`src/rtl/soc2_arb_pkg.sv`:
```
// Shared types and index helpers for the soc2 bus grant controller.
package soc2_arb_pkg;

    typedef enum logic [0:0] {ARB_IDLE, ARB_OWN} arb_state_e;

    // Index one past idx, wrapping at count (count need not be a power of two).
    function automatic int rr_next_idx(input int idx, input int count);
        return (idx + 1 >= count) ? 0 : idx + 1;
    endfunction

endpackage

```
`src/rtl/rr_pick.sv`:
```
// Combinational rotating-priority search: first eligible request at or after ptr, wrapping.
module rr_pick #(
    parameter int PORT_COUNT    = 8,
    parameter int PORT_ID_WIDTH = $clog2(PORT_COUNT)
) (
    input  logic [PORT_COUNT-1:0]    req,
    input  logic [PORT_ID_WIDTH-1:0] ptr,
    input  logic [PORT_COUNT-1:0]    exclude,
    output logic                     found,
    output logic [PORT_ID_WIDTH-1:0] idx
);

    localparam int IW = PORT_ID_WIDTH + 1;

    logic [PORT_COUNT-1:0] eligible;
    logic [IW-1:0]         cand;

    assign eligible = req & ~exclude;

    // One extra bit on the candidate keeps ptr+i from overflowing before the wrap.
    always_comb begin
        found = 1'b0;
        idx   = '0;
        cand  = '0;
        for (int i = 0; i < PORT_COUNT; i++) begin
            cand = {1'b0, ptr} + IW'(i);
            if (cand >= IW'(PORT_COUNT)) begin
                cand = cand - IW'(PORT_COUNT);
            end
            if (!found && eligible[cand[PORT_ID_WIDTH-1:0]]) begin
                found = 1'b1;
                idx   = cand[PORT_ID_WIDTH-1:0];
            end
        end
    end

endmodule

```
`src/rtl/bus_grant_controller.sv`:
```
// Burst-locked rotating-priority arbiter for one downstream bus port.
// Optional stall watchdog enabled by defining BUS_GRANT_TIMEOUT_EN.
module bus_grant_controller
    import soc2_arb_pkg::*;
#(
    parameter int PORT_COUNT     = 8,
    parameter int PORT_ID_WIDTH  = $clog2(PORT_COUNT),
    parameter int TIMEOUT_CYCLES = 256,
    parameter int TMO_WIDTH      = $clog2(TIMEOUT_CYCLES + 1)
) (
    input  logic                     clk_i,
    input  logic                     reset_i,
    input  logic [PORT_COUNT-1:0]    req_valid_i,
    input  logic [PORT_COUNT-1:0]    req_last_i,
    input  logic                     bus_ready_i,
    output logic [PORT_COUNT-1:0]    grant_o,
    output logic [PORT_ID_WIDTH-1:0] grant_id_o,
    output logic                     grant_valid_o,
    output logic                     timeout_o
);

    localparam logic [PORT_COUNT-1:0] ONE_HOT_0 = {{(PORT_COUNT-1){1'b0}}, 1'b1};

    arb_state_e               state;
    logic [PORT_ID_WIDTH-1:0] ptr;
    logic [PORT_ID_WIDTH-1:0] ptr_rel;
    logic [PORT_ID_WIDTH-1:0] pick_ptr;
    logic [PORT_ID_WIDTH-1:0] pick_idx;
    logic [PORT_COUNT-1:0]    pick_excl;
    logic                     pick_found;
    logic                     beat;
    logic                     last_beat;
    logic                     tmo_hit;
    logic                     release_own;

    assign beat        = grant_valid_o && req_valid_i[grant_id_o] && bus_ready_i;
    assign last_beat   = beat && req_last_i[grant_id_o];
    assign release_own = last_beat || tmo_hit;
    assign ptr_rel     = PORT_ID_WIDTH'(rr_next_idx(int'(grant_id_o), PORT_COUNT));

    // On release the search already starts past the owner, and the owner is masked out.
    assign pick_ptr  = (state == ARB_OWN) ? ptr_rel : ptr;
    assign pick_excl = (state == ARB_OWN) ? grant_o : '0;

    rr_pick #(
        .PORT_COUNT    (PORT_COUNT),
        .PORT_ID_WIDTH (PORT_ID_WIDTH)
    ) u_pick (
        .req     (req_valid_i),
        .ptr     (pick_ptr),
        .exclude (pick_excl),
        .found   (pick_found),
        .idx     (pick_idx)
    );

`ifdef BUS_GRANT_TIMEOUT_EN
    logic [TMO_WIDTH-1:0] idle_cnt;

    assign tmo_hit = (state == ARB_OWN) && (idle_cnt == TMO_WIDTH'(TIMEOUT_CYCLES));

    always_ff @(posedge clk_i) begin
        if (reset_i) begin
            idle_cnt <= '0;
        end else if (state != ARB_OWN || beat || release_own) begin
            idle_cnt <= '0;
        end else begin
            idle_cnt <= idle_cnt + 1'b1;
        end
    end
`else
    logic unused_tmo_cfg;

    assign tmo_hit        = 1'b0;
    assign unused_tmo_cfg = ^TMO_WIDTH'(TIMEOUT_CYCLES);
`endif

    // Grant stage: state, pointer and all grant outputs update on the same edge.
    always_ff @(posedge clk_i) begin
        if (reset_i) begin
            state         <= ARB_IDLE;
            ptr           <= '0;
            grant_o       <= '0;
            grant_id_o    <= '0;
            grant_valid_o <= 1'b0;
            timeout_o     <= 1'b0;
        end else begin
            timeout_o <= tmo_hit && !last_beat;
            unique case (state)
                ARB_IDLE: begin
                    if (pick_found) begin
                        state         <= ARB_OWN;
                        grant_o       <= ONE_HOT_0 << pick_idx;
                        grant_id_o    <= pick_idx;
                        grant_valid_o <= 1'b1;
                    end
                end
                ARB_OWN: begin
                    if (release_own) begin
                        ptr <= ptr_rel;
                        if (pick_found) begin
                            grant_o    <= ONE_HOT_0 << pick_idx;
                            grant_id_o <= pick_idx;
                        end else begin
                            state         <= ARB_IDLE;
                            grant_o       <= '0;
                            grant_id_o    <= '0;
                            grant_valid_o <= 1'b0;
                        end
                    end
                end
                default: state <= ARB_IDLE;
            endcase
        end
    end

endmodule

```
`config.mk`:
```
export PLATFORM = sky130hd
export DESIGN_NAME = bus_grant_controller
export DESIGN_NICKNAME = d
export VERILOG_FILES = /design/src/rtl/soc2_arb_pkg.sv /design/src/rtl/rr_pick.sv /design/src/rtl/bus_grant_controller.sv
export SDC_FILE = /design/constraint.sdc
export NUM_CORES = 1
export LEC_CHECK = 0
export CORE_ASPECT_RATIO = 1.2
export CORE_MARGIN = 5
export CORE_UTILIZATION = 30
export DETAILED_ROUTE_END_ITERATION = 8
export DONT_BUFFER_PORTS = 1
export PLACE_DENSITY = 0.44
export SLEW_MARGIN = 20
export SYNTH_ARGS = -nofsm -noshare
export SYNTH_HDL_FRONTEND = slang
export SYNTH_SLANG_ARGS = --single-unit
```
`constraint.sdc`:
```
create_clock -name clk_i -period 8.2 [get_ports clk_i]
set_input_delay 1.64 -clock clk_i [delete_from_list [all_inputs] [get_ports clk_i]]
set_output_delay 1.64 -clock clk_i [all_outputs]
set_load 0.03 [all_outputs]
```
==> summary.md <==
| Metric | Value |
|---|---|
| Max Clock Freq | `~190 MHz` |
| CTS Hold Buffers Added | `0` |
| Mean Syn Cell Area | `8.54 µm²` |
| GRT Max-Usage Layer | `met2` |
| Reg2reg start | `grant_id_o[0]$_SDFFE_PP0P_` |
| Initial antenna violation count | `0` |
| Clk_skew | `0.00151 ns` |
| Slew at the pin closest to its max-slew limit | `between 0.7 and 0.8 ns` |
| Critical path required time | `8.40 ns` |
| CTS max path bufs | `2` |
| Iteration-0 DRC count of the detailed router | `88` |
| FFs w/ async S/R, synth | `0` |
| Clock sinks | `16` |
| Routed vias/inst | `a little under 6` |
| Period utilization | `0.639` |
| Die extent in y | `99.0 µm` |
| CTS tree | `yes` |
| Finished Layout Cells | `about 300` |
| Register bit total from synthesis | `16` |
| DRC viols | `0` |
| H-tree Lvls | `1` |
| Wire per inst | `18.9 µm` |
| EDFF count, synth | `0` |
| Num CTS Buffers | `3` |
| Unique masters post-synth | `64` |
| Area Overhead vs Synth | `3.72%` |
| R2r setup slk | `approximately 3.0 ns` |
| Crit start category | `register` |
| Global Route Usage Sum | `0.137` |
| Final wirelength | `5830 µm` |
| Post-CTS Setup Inserts | `0` |
| Outcome | `finished clean` |
| Max-slew violations | `0` |
| Final Util | `0.319` |
| Root Buffer Master | `clkbuf_8` |
| Maxcap violations | `0` |
| Critical Path End | `grant_o[0]$_SDFFE_PP0P_` |
| Power Dens Cells | `about 390 nW/µm²` |
| P_leak | `a little over 0.7 nW` |
| Worst EP arrival | `between 5 and 6 ns` |
| Std cell rows | `32` |
| Gate Count Post-Synth | `about 230` |
| Reg-to-reg endpoint | `grant_o[0]$_SDFFE_PP0P_` |
| CP Capture Type | `register` |
| Setup tns final | `0 ns` |
| Final #Nets | `roughly 250` |
| First-pass DRT Iterations | `4` |
| Fin crit period | `5.24 ns` |
| Clock slew at reported path FFs | `0.06 ns` |
| Layout cells sized above 1 | `0.165` |
| Hold WC Path Type | `register to register` |
| Final hold viol count | `0` |
| GRT Residual Overflow | `0` |
| Pin count of the biggest net entering global routing | `21` |
| Global-route wire length before repair | `~9000 µm` |
| GRT met2 Usage | `0.236` |
| GRT met3 Usage | `0.0134` |
| Mapped Area | `between 1500 and 2000 µm²` |
| Peak VDD IR | `around 170 µV` |
| Max_slew headroom | `0.474` |
| Die area | `8340 µm²` |
| Worst Path Max Fanout | `15` |
| CP Class | `register to register` |
| Worst setup path start | `grant_id_o[0]$_SDFFE_PP0P_` |
| Final setup viols | `0` |
| Antenna Nets Post-Route | `0` |
| Resized cells post-CTS | `0` |
| Yosys warnings | `0` |
| Detailed Place HPWL | `4710 µm` |
| ANT cells | `0` |
| Worst Reg-to-Reg Cells | `11` |
| Seq/Total Area, Yosys | `0.162` |
| Core area | `about 6400 µm²` |
| Top_reg_cell synth | `dfxtp_1` |
| Effective utilization at floorplan | `0.307` |
| Syn Nets | `around 250` |
| RD Place Congestion | `approximately 0.83` |
| GR Util met1 | `0.177` |
| Vias | `1800` |
| Number of global-route vias before repair | `1695` |
| Worst-skew pair later-pin latency | `~0.25 ns` |
| IO Pins | `32` |
| RSZ-0062 raised after global routing | `no` |
| PortBufs | `0` |
| Inst Count DP | `roughly 300` |
| DIE WIDTH | `approximately 84 µm` |
[cells in the mapped netlist (2+ instances only)]
cell type | count | share of area
o32ai_1 | 2 | 0.0088
o21ai_0 | 12 | 0.030
and2_1 | 2 | 0.0063
nor4b_1 | 2 | 0.0088
nor2_1 | 17 | 0.032
a21boi_1 | 6 | 0.023
o21ai_1 | 3 | 0.0076
mux2i_2 | 3 | 0.021
nor4_1 | 3 | 0.0095
a32o_1 | 2 | 0.010
mux4_2 | 9 | 0.10
a31oi_1 | 2 | 0.0063
o31ai_1 | 3 | 0.011
mux2i_4 | 3 | 0.034
nand2b_1 | 6 | 0.019
a211oi_1 | 3 | 0.011
nor3_1 | 6 | 0.015
nor2b_1 | 5 | 0.016
a22o_1 | 2 | 0.0088
inv_1 | 7 | 0.013
nand3b_1 | 2 | 0.0076
dfxtp_1 | 16 | 0.16
or2_1 | 3 | 0.0095
nand3_1 | 8 | 0.020
mux2_2 | 3 | 0.017
o211ai_1 | 2 | 0.0076
buf_6 | 5 | 0.028
nand2_1 | 27 | 0.051
clkbuf_1 | 5 | 0.0095
a22oi_1 | 3 | 0.011
nor4_2 | 4 | 0.025
o2111ai_1 | 2 | 0.0088
a21oi_1 | 8 | 0.020
mux2i_1 | 13 | 0.066
a21boi_0 | 2 | 0.0076
ha_1 | 3 | 0.019
[layout by cell type, fill, tap and decap left out, drive strengths merged, types with 3 or more instances in the layout]
master | synthesis | layout
ha | 3 | 3
o211ai | 3 | 3
nand2b | 6 | 6
or2 | 4 | 4
a21oi | 9 | 9
nand2 | 27 | 27
nor2 | 17 | 17
inv | 8 | 8
nand3b | 3 | 3
o31ai | 3 | 3
a211oi | 3 | 3
nor2b | 5 | 5
nor3 | 6 | 6
a21boi | 8 | 8
nand3 | 8 | 8
o21ai | 15 | 15
nor4 | 8 | 8
a22oi | 3 | 3
clkbuf | 5 | 4
mux2i | 19 | 19
dfxtp | 16 | 16
mux2 | 3 | 3
mux4 | 9 | 9
[metrics by stage]
stage	cell area, µm²	setup slack (ns)	hold slack (ns)	power [mW]
2_1_floorplan	1980	4.12	0.503	0.616
3_3_place_gp	2000	3.01	0.533	0.731
3_5_place_dp	2000	2.95	0.539	0.724
4_1_cts	2060	2.92	0.549	0.797
5_1_grt	2060	2.55	0.588	0.857
6_report	2060	2.96	0.548	0.798
[flip-flops by register name (all words and copies together), names as in the netlist]
name           count
grant_id_o         3
grant_o            8
grant_valid_o      1
ptr                3
state              1
[layer usage]
metal / part of all wire / vias up / wire length [µm]
met4: 0.020 / 0 / 115
met3: 0.049 / 11 / 288
met2: 0.50 / 59 / 2890
met1: 0.43 / 850 / 2540
met5: 0 / - / 0
li1: - / 880 / -
[power by group]
| group | internal (mW) | switching, mW | total, mW | leakage [nW] |
|---|---|---|---|---|
| clock network | 0.0426 | 0.0283 | 0.0709 | 0.0288 |
| registers | 0.0964 | 0.0637 | 0.160 | 0.131 |
| logic | 0.228 | 0.339 | 0.567 | 0.554 |
| total | 0.367 | 0.431 | 0.798 | 0.713 |
[cells by family after synthesis]
kind of cell             Yosys count  share of synthesized area
buffers and inverters             21                     0.0638
other                              1                    0.00189
flip-flops                        16                      0.162
AND/OR/NAND/NOR                   93                      0.263
AO/OA/AOI/OAI                     67                      0.251
multiplexers                      31                      0.240
adder cells (fa/ha/maj)            3                     0.0189
[critical path: stages (launching register included)]
cell	delay, ns
dfxtp_1	0.79
ha_1	0.40
mux2i_4	0.47
clkinv_4	0.19
ha_1	0.62
mux4_2	0.63
mux2i_2	0.35
or3b_1	0.45
nor4_2	0.30
o21a_1	0.20
nor2b_1	0.56
a22o_1	0.24
[how the worst min path moves through the flow]
stage                        start                  end  cells after the start
4_1_cts        ptr[0]$_SDFFE_PP0P_  ptr[0]$_SDFFE_PP0P_                      2
3_3_place_gp   ptr[0]$_SDFFE_PP0P_  ptr[0]$_SDFFE_PP0P_                      2
6_report       ptr[0]$_SDFFE_PP0P_  ptr[0]$_SDFFE_PP0P_                      2
3_5_place_dp   ptr[0]$_SDFFE_PP0P_  ptr[0]$_SDFFE_PP0P_                      2
2_1_floorplan  ptr[2]$_SDFFE_PP0P_  ptr[2]$_SDFFE_PP0P_                      2
5_1_grt        ptr[0]$_SDFFE_PP0P_  ptr[0]$_SDFFE_PP0P_                      2
[cell type report]
type,count,area (µm²)
clock buffer,4,55.1
fill,666,4390
multi-input combinational,195,1540
sequential,16,320
tap,85,106
inverter,9,38.8
Note: power is estimated with default switching activity, not from simulation.
